## src/rtl/mdu_pkg.sv

```systemverilog
// Shared constants for the multi-cycle multiply/divide sequencer.
package mdu_pkg;

    // Shared ALU opcodes; the ALU takes carry-in from Op[2], so SUB is a + ~b + 1
    localparam logic [3:0] ALU_ADD = 4'b0010;
    localparam logic [3:0] ALU_SUB = 4'b0110;

    // md_op encoding: bit 1 selects divide, bit 0 selects signed
    localparam logic [1:0] MD_MULTU = 2'b00;
    localparam logic [1:0] MD_MULT  = 2'b01;
    localparam logic [1:0] MD_DIVU  = 2'b10;
    localparam logic [1:0] MD_DIV   = 2'b11;

    // Last iteration index of the 32-step shift loop
    localparam int ITER_LAST = 31;

    typedef enum logic [2:0] {
        S_IDLE   = 3'd0,
        S_ABS_A  = 3'd1,
        S_ABS_B  = 3'd2,
        S_ITER   = 3'd3,
        S_FIX_LO = 3'd4,
        S_FIX_HI = 3'd5,
        S_DONE   = 3'd6
    } state_t;

endpackage

```

## src/rtl/mdu_seq.sv

```systemverilog
// Multi-cycle multiply/divide sequencer that borrows the EX-stage ALU while busy.
// Signed ops run on magnitudes; sign fix-up happens in FIX_LO/FIX_HI.
module mdu_seq
    import mdu_pkg::*;
#(
    parameter int XLEN  = 32,
    parameter int CNT_W = 6
) (
    input  logic            clk,
    input  logic            reset,
    input  logic            start,
    input  logic            flush,
    input  logic [1:0]      md_op,
    input  logic [XLEN-1:0] src_a,
    input  logic [XLEN-1:0] src_b,
    input  logic [XLEN-1:0] alu_result,
    input  logic            alu_cout,
    output logic            alu_own,
    output logic [XLEN-1:0] alu_a,
    output logic [XLEN-1:0] alu_b,
    output logic [3:0]      alu_op,
    output logic            busy,
    output logic            done,
    output logic            div0,
    output logic [XLEN-1:0] result_lo,
    output logic [XLEN-1:0] result_hi
);

    state_t            state, state_nxt;
    logic [CNT_W-1:0]  cnt;
    // acc: product accumulator (mul) or partial remainder (div)
    // ra : shifting multiplicand (mul) or dividend/quotient (div)
    // rb : shifting multiplier (mul) or divisor (div)
    logic [XLEN-1:0]   acc, ra, rb;
    logic [XLEN-1:0]   acc_step, ra_step, rb_step;
    logic              is_div, is_sgn, sign_a, sign_b;

    logic              op_div, op_sgn, accept, zero_div, iter_last, div_take;
    logic [XLEN-1:0]   r_shift;

    assign op_div    = (md_op == MD_DIVU) || (md_op == MD_DIV);
    assign op_sgn    = (md_op == MD_MULT) || (md_op == MD_DIV);
    assign accept    = (state == S_IDLE) && start && !flush;
    assign zero_div  = op_div && (src_b == '0);
    assign iter_last = (cnt == CNT_W'(ITER_LAST));

    // Divide trial: shift next dividend bit into the remainder. If the old
    // remainder MSB was set the 33-bit value already exceeds any divisor.
    assign r_shift  = {acc[XLEN-2:0], ra[XLEN-1]};
    assign div_take = acc[XLEN-1] | alu_cout;

    assign busy = (state != S_IDLE);
    assign done = (state == S_DONE);

    // State register
    always_ff @(posedge clk or posedge reset) begin
        if (reset) state <= S_IDLE;
        else       state <= state_nxt;
    end

    // Next-state logic; flush overrides every non-idle state
    always_comb begin
        state_nxt = state;
        case (state)
            S_IDLE:   if (accept) state_nxt = zero_div ? S_DONE : (op_sgn ? S_ABS_A : S_ITER);
            S_ABS_A:  state_nxt = S_ABS_B;
            S_ABS_B:  state_nxt = S_ITER;
            S_ITER:   if (iter_last) state_nxt = is_sgn ? S_FIX_LO : S_DONE;
            S_FIX_LO: state_nxt = S_FIX_HI;
            S_FIX_HI: state_nxt = S_DONE;
            S_DONE:   state_nxt = S_IDLE;
            default:  state_nxt = S_IDLE;
        endcase
        if (flush && state != S_IDLE) state_nxt = S_IDLE;
    end

    // ALU operand routing; everything is zero while the ALU is not owned
    always_comb begin
        alu_own = 1'b0;
        alu_a   = '0;
        alu_b   = '0;
        alu_op  = 4'b0000;
        case (state)
            S_ABS_A: begin
                alu_own = 1'b1; alu_b = ra; alu_op = ALU_SUB;
            end
            S_ABS_B: begin
                alu_own = 1'b1; alu_b = rb; alu_op = ALU_SUB;
            end
            S_ITER: begin
                alu_own = 1'b1;
                if (is_div) begin
                    alu_a = r_shift; alu_b = rb; alu_op = ALU_SUB;
                end else begin
                    alu_a = acc; alu_b = ra; alu_op = ALU_ADD;
                end
            end
            S_FIX_LO: begin
                alu_own = 1'b1; alu_b = is_div ? ra : acc; alu_op = ALU_SUB;
            end
            S_FIX_HI: begin
                // Multiply still spends this cycle so signed latency is fixed
                alu_own = 1'b1;
                if (is_div) begin
                    alu_b = acc; alu_op = ALU_SUB;
                end
            end
            default: ;
        endcase
    end

    // One iteration step of shift-add multiply or restoring divide
    always_comb begin
        acc_step = acc;
        ra_step  = ra;
        rb_step  = rb;
        if (is_div) begin
            acc_step = div_take ? alu_result : r_shift;
            ra_step  = {ra[XLEN-2:0], div_take};
        end else begin
            if (rb[0]) acc_step = alu_result;
            ra_step = ra << 1;
            rb_step = rb >> 1;
        end
    end

    // Datapath registers and result commit; flush blocks any commit
    always_ff @(posedge clk or posedge reset) begin
        if (reset) begin
            cnt       <= '0;
            acc       <= '0;
            ra        <= '0;
            rb        <= '0;
            is_div    <= 1'b0;
            is_sgn    <= 1'b0;
            sign_a    <= 1'b0;
            sign_b    <= 1'b0;
            div0      <= 1'b0;
            result_lo <= '0;
            result_hi <= '0;
        end else if (!flush) begin
            case (state)
                S_IDLE: if (accept) begin
                    ra     <= src_a;
                    rb     <= src_b;
                    acc    <= '0;
                    cnt    <= '0;
                    is_div <= op_div;
                    is_sgn <= op_sgn;
                    sign_a <= 1'b0;
                    sign_b <= 1'b0;
                    if (zero_div) begin
                        result_lo <= '1;
                        result_hi <= src_a;
                        div0      <= 1'b1;
                    end
                end
                S_ABS_A: begin
                    sign_a <= ra[XLEN-1];
                    if (ra[XLEN-1]) ra <= alu_result;
                end
                S_ABS_B: begin
                    sign_b <= rb[XLEN-1];
                    if (rb[XLEN-1]) rb <= alu_result;
                end
                S_ITER: begin
                    cnt <= cnt + CNT_W'(1);
                    acc <= acc_step;
                    ra  <= ra_step;
                    rb  <= rb_step;
                    if (iter_last && !is_sgn) begin
                        result_lo <= is_div ? ra_step : acc_step;
                        result_hi <= is_div ? acc_step : '0;
                        div0      <= 1'b0;
                    end
                end
                S_FIX_LO: if (sign_a ^ sign_b) begin
                    if (is_div) ra  <= alu_result;
                    else        acc <= alu_result;
                end
                S_FIX_HI: begin
                    result_lo <= is_div ? ra : acc;
                    result_hi <= is_div ? (sign_a ? alu_result : acc) : '0;
                    div0      <= 1'b0;
                end
                default: ;
            endcase
        end
    end

endmodule

```

## config.mk

```make
export PLATFORM = sky130hd
export DESIGN_NAME = mdu_seq
export DESIGN_NICKNAME = d
export VERILOG_FILES = /design/src/rtl/mdu_pkg.sv /design/src/rtl/mdu_seq.sv
export SDC_FILE = /design/constraint.sdc
export NUM_CORES = 1
export LEC_CHECK = 0
export ABC_AREA = 1
export BUFFER_PORTS_ARGS = -buffer_cell sky130_fd_sc_hd__buf_2
export CORE_AREA = 4 4 227 229
export DETAILED_ROUTE_END_ITERATION = 8
export DIE_AREA = 0 0 231 233
export GPL_TIMING_DRIVEN = 0
export PLACE_DENSITY = 0.54
export SLEW_MARGIN = 20
export SYNTH_ARGS = -nofsm -noshare
export SYNTH_HDL_FRONTEND = slang
export SYNTH_SLANG_ARGS = --single-unit
```

## constraint.sdc

```tcl
create_clock -name clk -period 7.5 [get_ports clk]
set_input_delay 1.5 -clock clk [delete_from_list [all_inputs] [get_ports clk]]
set_output_delay 1.5 -clock clk [all_outputs]
set_load 0.05 [all_outputs]
```

==> results.tsv, run 1 <==
stage	metric	value	unit
cts	h-tree-depth	4	
floorplanning	start_util	24.7	%
placed_design	gp_congestion	0.972	
timing	min_period	5.01	ns
detailed_routing	final_antenna_net_count	0	
setup_path	critPathKind	reg -> out	
detailed_routing	num_vias	14879	
cts	cts_max_path_buffers	2	
timing	finalSetupViolations	0	
synthesis	synthMostInstantiatedCell	nand2_1	
synthesis	postSynth.asyncResetShare	100	%
power_and_ir_drop	ir_drop	256	uV
detailed_routing	routed.top_layer	met4	
detailed_routing	met1_length	26.4	mm
timing	slew_viol_final	0	
floorplanning	chipHeight	233	microns
synthesis	yosys_register_bits	174	
detailed_routing	drt-total-wl	64.8	mm
layout	multiInputGateArea	6650	sq um
synthesis	avgSynthCellArea	6.54	sq um
detailed_routing	first_pass_iters	8	
timing	finClkSkew	0.0174	ns
synthesis	ys_seq_area_share	35.5	%
setup_path	crit_path_end_kind	output pin	
cts	cts.clk_slew.worst_paths	0.07	ns
detailed_routing	dr_wl_met2	28.5	mm
cts	cts_tree	done	
synthesis	synth_edf_count	0	
layout	final_util	30.1	%
placed_design	dp_cells	2783	
setup_path	critPathMaxFanout	10	
floorplanning	core_region_area	49700	sq um
synthesis	synth_common_cells	nand2_1, o21ai_0, nor2_1, dfrtp_1, inv_1	
detailed_routing	detail_route.wl_per_cell	23.0	microns
synthesis	synth.distinct_cells	40	
floorplanning	num_rows	82	
setup_path	r2r_cells	9	
timing	grt_setup_unrepaired	no	
detailed_routing	wl_met3	6.73	mm
cts	post_cts_buffers	0	
outcome	outcome	finished, final reports clean	
cts	cts_resized	0	
power_and_ir_drop	p_comb_share	64.3	%
setup_path	startpoint_type	flop	
floorplanning	pin_count	239	
flow_run	cap_violations	0	
grt	grt-ovfl-total	0	
power_and_ir_drop	p_int	0.00303	W
power_and_ir_drop	leakagePower	7.00	nW
layout	layout.cells.non_filler	2817	
grt	antenna_found_initial	2	
detailed_routing	routed_via_density	5.28	
synthesis	yosysWarnings	0	
synthesis	syn_area	12300	sq um
power_and_ir_drop	p_sw_share	59.3	%
timing	relSlewSlack	32.9	%
hold_path	min_path_type	reg -> reg	
timing	tightest_slew	1.01	ns
synthesis	synth_top_cell_by_area	dfrtp_1	
layout	register_area	4350	sq um
power_and_ir_drop	pwr-share-seq	22.1	%
synthesis	yosysTopAreaCellShare	35.5	%
grt	grt_pass1_wl	94.2	mm
floorplanning	die_w	231	microns
grt	track_usage	23.4	%
synthesis	ys.flop_type	dfrtp_1	
power_and_ir_drop	power_frac_clock	13.6	%
timing	hold_viol_final	0	
detailed_routing	drt_iter0_drc	1987	
cts	cts-buffers-inserted	17	
placed_design	dp.final_hpwl	49.8	mm
setup_path	crit_arrival	3.51	ns
power_and_ir_drop	power_density	498	nW/um^2
hold_path	hold_depth	2	
synthesis	synth_area_leaders	dfrtp_1, nand2_1, o21ai_0	
layout	drive_gt1_share	16.4	%
setup_path	required	6.00	ns
detailed_routing	drc_errors	0	
cts	clk-insertion-delay-late	0.48	ns
grt	grt_start_max_net_pins	95	
cts	cts.sinks	174	
placed_design	numPortBuffers	236	
layout	nets	2234	
timing	finalSetupTns	0	ns
floorplanning	dieArea	53800	sq um
synthesis	syn_inst	1873	
cts	cts-root-buf	clkbuf_16	
layout	area_delta_synth_final	22.0	%
timing	finalCritPeriodShare	66.7	%
grt	first_global_vias	14454	
cts	cts.hold.buffers_added	0	
power_and_ir_drop	switchingPower	0.00442	W
layout	fillerInstances	5642	
timing	fmax	0.200	GHz
layer usage:
metal | up-vias | global-route usage (%)
met1 | 7046 | 30.8
met4 | 0 | 10.7
met5 | - | 0
met2 | 907 | 36.0
li1 | 6777 | -
met3 | 149 | 6.29
power by group through the flow:
stage	combinational [W]	clock (W)	sequential (W)
after global placement	0.00468	0	0.00165
after global routing	0.00515	0.00105	0.00169
after CTS	0.00473	0.00102	0.00164
after detailed placement	0.00472	0	0.00165
after floorplan	0.00263	0	0.00217
final	0.00479	0.00101	0.00165
path summary, 6_finish.rpt:
path                                       to  startpoint  slack [ns]
worst max-delay path                alu_b[29]      is_div        2.49
worst min-delay path                   ra[23]      ra[23]        0.48
worst max register to register  result_hi[30]    state[0]        4.44
worst min register to register         ra[23]      ra[23]        0.48
max in group asynchronous              ra[22]       reset        5.50
min in group asynchronous        result_hi[4]       reset        1.09
metrics by stage:
step | cell area (sq um) | hold WS (ns) | power (W) | setup WS (ns)
3_3_place_gp | 14300 | 0.464 | 0.00633 | -1.34
3_5_place_dp | 14300 | 0.465 | 0.00637 | 3.11
5_1_grt | 14900 | 0.490 | 0.00790 | 2.51
2_1_floorplan | 12300 | 0.449 | 0.00480 | 1.28
6_report | 14900 | 0.478 | 0.00745 | 2.49
4_1_cts | 14900 | 0.484 | 0.00739 | 2.60
cell families (layout without fill, tap and decap cells):
family | Yosys count | in the layout | share of synthesized area (%)
DFF | 174 | 174 | 35.5
muxes | 1 | 1 | 0.0919
and+or+nand+nor | 832 | 832 | 27.8
xor gates and xnor gates | 3 | 3 | 0.214
buffers and inverters | 293 | 562 | 10.2
other | 1 | 4 | 0.0306
adders and majority gates | 1 | 1 | 0.102
AOI/OAI and AO/OA | 568 | 568 | 26.0
cells in the final DEF (no fill, tap or decap), types with 4 or more instances in the layout:
cell type	instances
bufinv_16	4
a41oi_1	11
nor2_1	196
o21ai_2	13
nand2_2	4
nand3b_1	24
clkbuf_16	17
dfrtp_1	174
o21ai_0	229
o221ai_1	37
o21ai_1	71
o22ai_1	34
a22oi_1	23
clkbuf_1	78
inv_1	147
inv_2	8
buf_2	262
buf_4	11
nand2_1	496
nand3_1	96
a21oi_1	146
buf_6	10
buf_1	12
registers in the layout, summed over array words and instances, names as in the netlist:
name	count
result_lo	32
acc	32
div0	1
rb	32
is_sgn	1
ra	32
sign_a	1
result_hi	32
cnt	6
is_div	1
state	3
sign_b	1
critical path, stage by stage (launching register included):
cell and delay (ns):
dfrtp_1 0.32, buf_2 0.20, inv_1 0.16, buf_2 0.29
a21oi_1 0.66, clkbuf_1 0.67, o221ai_1 0.40, buf_2 0.32
area by class of cell:
type | instances | area share (%)
repair buffers | 237 | 8.09
diodes | 2 | 0.0335
clock buffers | 20 | 2.99
inverters | 157 | 4.01
clock inverters | 12 | 1.23
flip-flops and latches | 174 | 29.1
well taps | 672 | 5.62
multi-input cells | 1407 | 44.5
plain buffers | 136 | 4.42
Power figures use the tool's default switching activity.
==> run 2, diff against run 1 <==
PLACE_DENSITY = 0.56   (was 0.54)
clock period = 4.42 ns   (was 7.5 ns; I/O delays follow)
==> results.tsv, run 2 (synthesis gave the netlist of run 1 again) <==
stage	metric	value	unit	change
detailed_routing	routed_via_density	5.26		-0.46%
detailed_routing	drt_iter0_drc	1463		-26%
cts	cts.clk_slew.worst_paths	0.07	ns	about the same
placed_design	pre_cts_ws	0.610	ns	-2.50 ns
power_and_ir_drop	leakagePower	7.05	nW	+0.71%
floorplanning	start_util	24.7	%	unchanged
floorplanning	die_w	231	microns	unchanged
setup_path	critPathKind	reg -> out		
detailed_routing	detail_route.wl_per_cell	23.0	microns	about the same
placed_design	dp.final_hpwl	50.0	mm	+0.53%
cts	post_cts_buffers	0		unchanged
timing	finalCritPeriodShare	98.3	%	
setup_path	crit_family	buffers and inverters		
grt	antenna_found_initial	1		-1
timing	finalSetupViolations	0		unchanged
timing	finalSetupTns	0	ns	unchanged
floorplanning	num_rows	82		unchanged
setup_path	critPathBufInv	4		-1
setup_path	crit_path_end_kind	output pin		
timing	slew_viol_final	0		unchanged
floorplanning	chipHeight	233	microns	unchanged
grt	grt-ovfl-total	0		unchanged
flow_run	cap_violations	0		unchanged
setup_path	cpMaxStageDelayCell	clkbuf_1		
setup_path	slowest_delay	0.59	ns	-0.08 ns
timing	tightest_slew	0.926	ns	-0.0803 ns
layout	nets	2240		+0.27%
cts	cts-root-buf	clkbuf_16		
cts	clk-insertion-delay-late	0.48	ns	about the same
grt	grt_pass1_wl	94.4	mm	+0.20%
setup_path	required	3.54	ns	-2.46 ns
floorplanning	dieArea	53800	sq um	unchanged
outcome	outcome	finished, final reports clean		
layout	drive_gt1_share	16.6	%	+0.19 points
placed_design	numPortBuffers	236		unchanged
timing	grt_setup_unrepaired	no		
setup_path	startpoint_type	flop		
timing	finClkSkew	0.0120	ns	-0.00543 ns
timing	hold_viol_final	0		unchanged
power_and_ir_drop	power_density	842	nW/um^2	+69%
setup_path	critPathMaxFanout	10		unchanged
placed_design	gp_congestion	0.986		+1.5%
floorplanning	pin_count	239		unchanged
detailed_routing	first_pass_iters	6		-2
grt	first_global_vias	14466		+0.083%
cts	cts_max_path_buffers	2		unchanged
detailed_routing	drt-total-wl	64.9	mm	+0.11%
grt	track_usage	23.4	%	-0.053 points
cts	cts.sinks	174		unchanged
timing	relSlewSlack	38.3	%	+5.4 points
grt	met1_usage	31.1	%	+0.25 points
layout	antenna_cells	0		-2
cts	cts.hold.buffers_added	0		unchanged
floorplanning	core_region_area	49700	sq um	unchanged
cts	h-tree-depth	4		unchanged
layout	layout_commonest_cell	nand2_1		
grt	met2_usage	36.6	%	+0.57 points
layout	fillerInstances	5597		-0.80%
setup_path	crit_chain	buf_2 -> clkbuf_1 -> clkbuf_1 -> nand2_1 -> nand2_1 -> nor2_1 -> a21oi_1 -> o221ai_1 -> buf_2		
layout	area_delta_synth_final	22.9	%	
layout	final_cell_mix	nand2_1, buf_2, o21ai_0, nor2_1, dfrtp_1		
timing	fmax	0.230	GHz	
setup_path	crit_arrival	3.46	ns	-0.05 ns
cts	cts_tree	done		
grt	busiest_layer	met2		
cts	cts-buffers-inserted	17		unchanged
detailed_routing	final_antenna_net_count	0		unchanged
timing	min_period	4.34	ns	
layout	final_util	30.3	%	+0.22 points
detailed_routing	num_vias	14831		-0.32%
timing	timing.final.ws_setup	0.0772	ns	-2.42 ns
hold_path	min_path_type	in -> async		
power_and_ir_drop	ir_drop	312	uV	+22%
grt	use_met3	4.96	%	-1.3 points
detailed_routing	drc_errors	0		unchanged
grt	grt_start_max_net_pins	33		-65%
-- run 2: cell count changes in the layout (fill, tap and decap cells not counted) --
| cell | previous run | this run |
|---|---|---|
| clkinv_4 | 2 | 1 |
| diode_2 | 2 | 0 |
| buf_12 | 0 | 6 |
| inv_6 | 3 | 1 |
| clkinvlp_4 | 2 | 3 |
| clkbuf_8 | 1 | 2 |
| clkbuf_1 | 78 | 79 |
| clkbuf_2 | 1 | 2 |
| inv_8 | 1 | 0 |
-- run 2: final cells by class --
type                       count  area, sq um  share of cell area [%]
multi-input combinational   1407         6650                    44.2
sequential                   174         4350                    28.9
timing repair buffer         243         1330                    8.83
tap                          672          841                    5.58
buffer                       136          662                    4.40
inverter                     157          596                    3.96
clock buffer                  23          468                    3.11
clock inverter                 9          158                    1.05
-- run 2: per-stage QoR --
stage          area (sq um)  power (W)  cells  hold slack, ns
6_report              15100     0.0127   2821           0.302
5_1_grt               15100     0.0134   2821           0.305
4_1_cts               15100     0.0126   2821           0.290
3_5_place_dp          14400     0.0109   2789           0.466
2_1_floorplan         12300    0.00814   1874           0.449
3_3_place_gp          14300     0.0108   2782           0.465
-- run 2: worst paths after layout --
check	cells past startpoint	slack, ns	to	startpoint
max	9	0.08	alu_b[29]	is_div
min	2	0.30	result_hi[2]	reset
max reg2reg	9	1.46	result_hi[2]	state[0]
min reg2reg	2	0.48	ra[23]	ra[23]
max in group asynchronous	6	3.10	ra[23]	reset
min in group clk	2	0.48	ra[23]	ra[23]
-- run 2: routing by layer --
metal | wire, microns | share of wire, %
met1 | 27500 | 42
met2 | 28700 | 44
met3 | 5670 | 8.7
met4 | 2970 | 4.6
met5 | 7 | 0.011
-- run 2: power by group --
group	switching, W	internal, W
Clock	0.000710	0.000978
Combinational	0.00629	0.00189
Sequential	0.000503	0.00230
-- run 2: what timing repair did --
| item | 4_1_cts | 5_1_grt |
|---|---|---|
| setup endpoints to repair | 0 | 3 |
| resized for setup | 0 | 2 |
| hold endpoints to repair | 0 | 0 |
==> run 3, diff against run 2 <==
CORE_AREA = 3 3 226 228   (was 4 4 227 229)
DIE_AREA = 0 0 229 231   (was 0 0 231 233)
==> results.tsv, run 3 (synthesis gave the netlist of run 1 again) <==
stage	metric	value	unit	change
layout	final_util	30.5	%	+0.21 points
timing	relSlewSlack	32.0	%	-6.3 points
placed_design	dp_cells	2780		-0.32%
floorplanning	chipHeight	231	microns	-0.86%
power_and_ir_drop	total_power	0.0125	W	-1.2%
grt	grt_pass1_wl	94.9	mm	+0.45%
cts	cts_tree	done		
cts	cts.clk_slew.worst_paths	0.08	ns	about the same
grt	antenna_found_initial	2		+1
hold_path	min_path_type	reg -> reg		
power_and_ir_drop	ir_drop	356	uV	+14%
detailed_routing	drc_errors	0		unchanged
layout	area_delta_synth_final	22.2	%	
cts	cts_max_path_buffers	2		unchanged
detailed_routing	first_pass_iters	6		unchanged
floorplanning	pin_count	239		unchanged
setup_path	reg2reg_setup_slack	1.27	ns	-0.19 ns
cts	cts.hold.buffers_added	0		unchanged
setup_path	required	3.54	ns	about the same
floorplanning	start_util	25.0	%	+0.30 points
setup_path	startpoint_type	flop		
detailed_routing	final_antenna_net_count	0		unchanged
floorplanning	die_w	229	microns	-0.87%
grt	grt-ovfl-total	0		unchanged
grt	first_global_vias	14503		+0.26%
placed_design	numPortBuffers	236		unchanged
layout	nets	2239		-0.045%
cts	h-tree-depth	4		unchanged
timing	grt_setup_unrepaired	no		
placed_design	dp.final_hpwl	50.5	mm	+0.85%
detailed_routing	routed_via_density	5.34		+1.5%
setup_path	critPathMaxFanout	10		unchanged
setup_path	critPathKind	reg -> out		
timing	finClkSkew	0.0130	ns	+0.000980 ns
setup_path	crit_arrival	3.48	ns	+0.02 ns
flow_run	cap_violations	0		unchanged
power_and_ir_drop	leakagePower	7.02	nW	-0.53%
layout	layout_commonest_cell	nand2_1		
floorplanning	dieArea	52900	sq um	-1.7%
cts	clk-insertion-delay-late	0.48	ns	about the same
detailed_routing	num_vias	15014		+1.2%
timing	finalCritPeriodShare	98.6	%	+0.40 points
timing	finalSetupViolations	0		unchanged
power_and_ir_drop	p_sw_share	60.2	%	+0.97 points
timing	hold_viol_final	0		unchanged
power_and_ir_drop	p_comb_share	65.2	%	+0.6 points
power_and_ir_drop	power_frac_clock	12.5	%	-0.8 points
grt	grt_start_max_net_pins	32		-3.0%
cts	cts-buffers-inserted	17		unchanged
timing	fmax	0.229	GHz	-0.40%
layout	layout.cells.non_filler	2813		-0.28%
cts	cts.sinks	174		unchanged
power_and_ir_drop	pwr-share-seq	22.3	%	+0.2 points
power_and_ir_drop	power_density	837	nW/um^2	-0.63%
timing	slew_viol_final	0		unchanged
setup_path	crit_path_end_kind	output pin		
cts	cts-root-buf	clkbuf_16		
layout	final_cell_mix	nand2_1, buf_2, o21ai_0, nor2_1, dfrtp_1		
layout	drive_gt1_share	16.7	%	+0.15 points
timing	tightest_slew	1.02	ns	+0.0947 ns
outcome	outcome	finished, final reports clean		
detailed_routing	detail_route.wl_per_cell	23.2	microns	+1.0%
floorplanning	core_region_area	49100	sq um	-1.2%
power_and_ir_drop	switchingPower	0.00754	W	+0.45%
detailed_routing	drt-total-wl	65.4	mm	+0.74%
power_and_ir_drop	p_int	0.00499	W	-3.5%
grt	track_usage	24.0	%	+0.56 points
placed_design	gp_congestion	0.953		-3.3%
timing	min_period	4.36	ns	+0.0175 ns
detailed_routing	drt_iter0_drc	1806		+23%
floorplanning	num_rows	81		-1.2%
==> run 3: through the flow <==
stage	hold slack (ns)	setup TNS, ns	instance area [sq um]	worst slack, ns
3_5_place_dp	0.469	0	14400	0.658
4_1_cts	0.488	0	15000	0.143
5_1_grt	0.511	0	15000	0.0287
3_3_place_gp	0.466	-24.77	14300	-0.161
6_report	0.481	0	15000	0.0597
2_1_floorplan	0.449	0	12300	1.24
==> run 3: power by group through the flow <==
stage	Clock [W]	Combinational, W	Sequential [W]
2_1_floorplan	0	0.00446	0.00368
3_3_place_gp	0	0.00797	0.00279
3_5_place_dp	0	0.00803	0.00280
4_1_cts	0.00158	0.00805	0.00278
5_1_grt	0.00164	0.00874	0.00287
6_report	0.00156	0.00817	0.00279
==> run 3: cell type report <==
cell class | count | area, sq um
Clock buffer | 18 | 439
Clock inverter | 14 | 131
Tap cell | 664 | 831
Multi-Input combinational cell | 1407 | 6650
Antenna cell | 1 | 2.50
Timing Repair Buffer | 242 | 1310
Sequential cell | 174 | 4350
Fill cell | 5647 | 34100
Inverter | 157 | 596
Buffer | 136 | 662
==> run 3: routing by layer <==
| layer | wire [microns] | vias up | share of wire [%] | track usage [%] |
|---|---|---|---|---|
| met5 | 0 | - | 0 | 0 |
| li1 | - | 6783 | - | - |
| met4 | 3140 | 0 | 4.8 | 11.1 |
| met3 | 6170 | 154 | 9.4 | 5.42 |
| met2 | 28500 | 871 | 44 | 36.7 |
| met1 | 27500 | 7206 | 42 | 32.1 |
==> run 3: final timing paths <==
check                                    from       endpoint  cells past startpoint
worst min-delay path            result_lo[15]  result_lo[15]                      2
worst min register to register  result_lo[15]  result_lo[15]                      2
min in group asynchronous               reset   result_hi[2]                      2
worst max register to register       state[0]  result_hi[30]                      9
worst max-delay path                 state[0]      alu_b[29]                      9
max in group asynchronous               reset  result_hi[23]                      5
==> run 3: critical path, stage by stage, from the launching register on <==
cell,delay [ns]
dfrtp_1,0.37
buf_4,0.17
inv_4,0.11
nor2_1,0.08
nand2_1,0.22
inv_1,0.09
a21oi_1,0.56
clkbuf_1,0.70
o221ai_1,0.37
buf_2,0.31
==> run 3: repair_timing <==
item | 4_1_cts | 5_1_grt
endpoints found under the setup margin | 0 | 1
buffers inserted | 0 | 0
gates resized for setup | 0 | 2
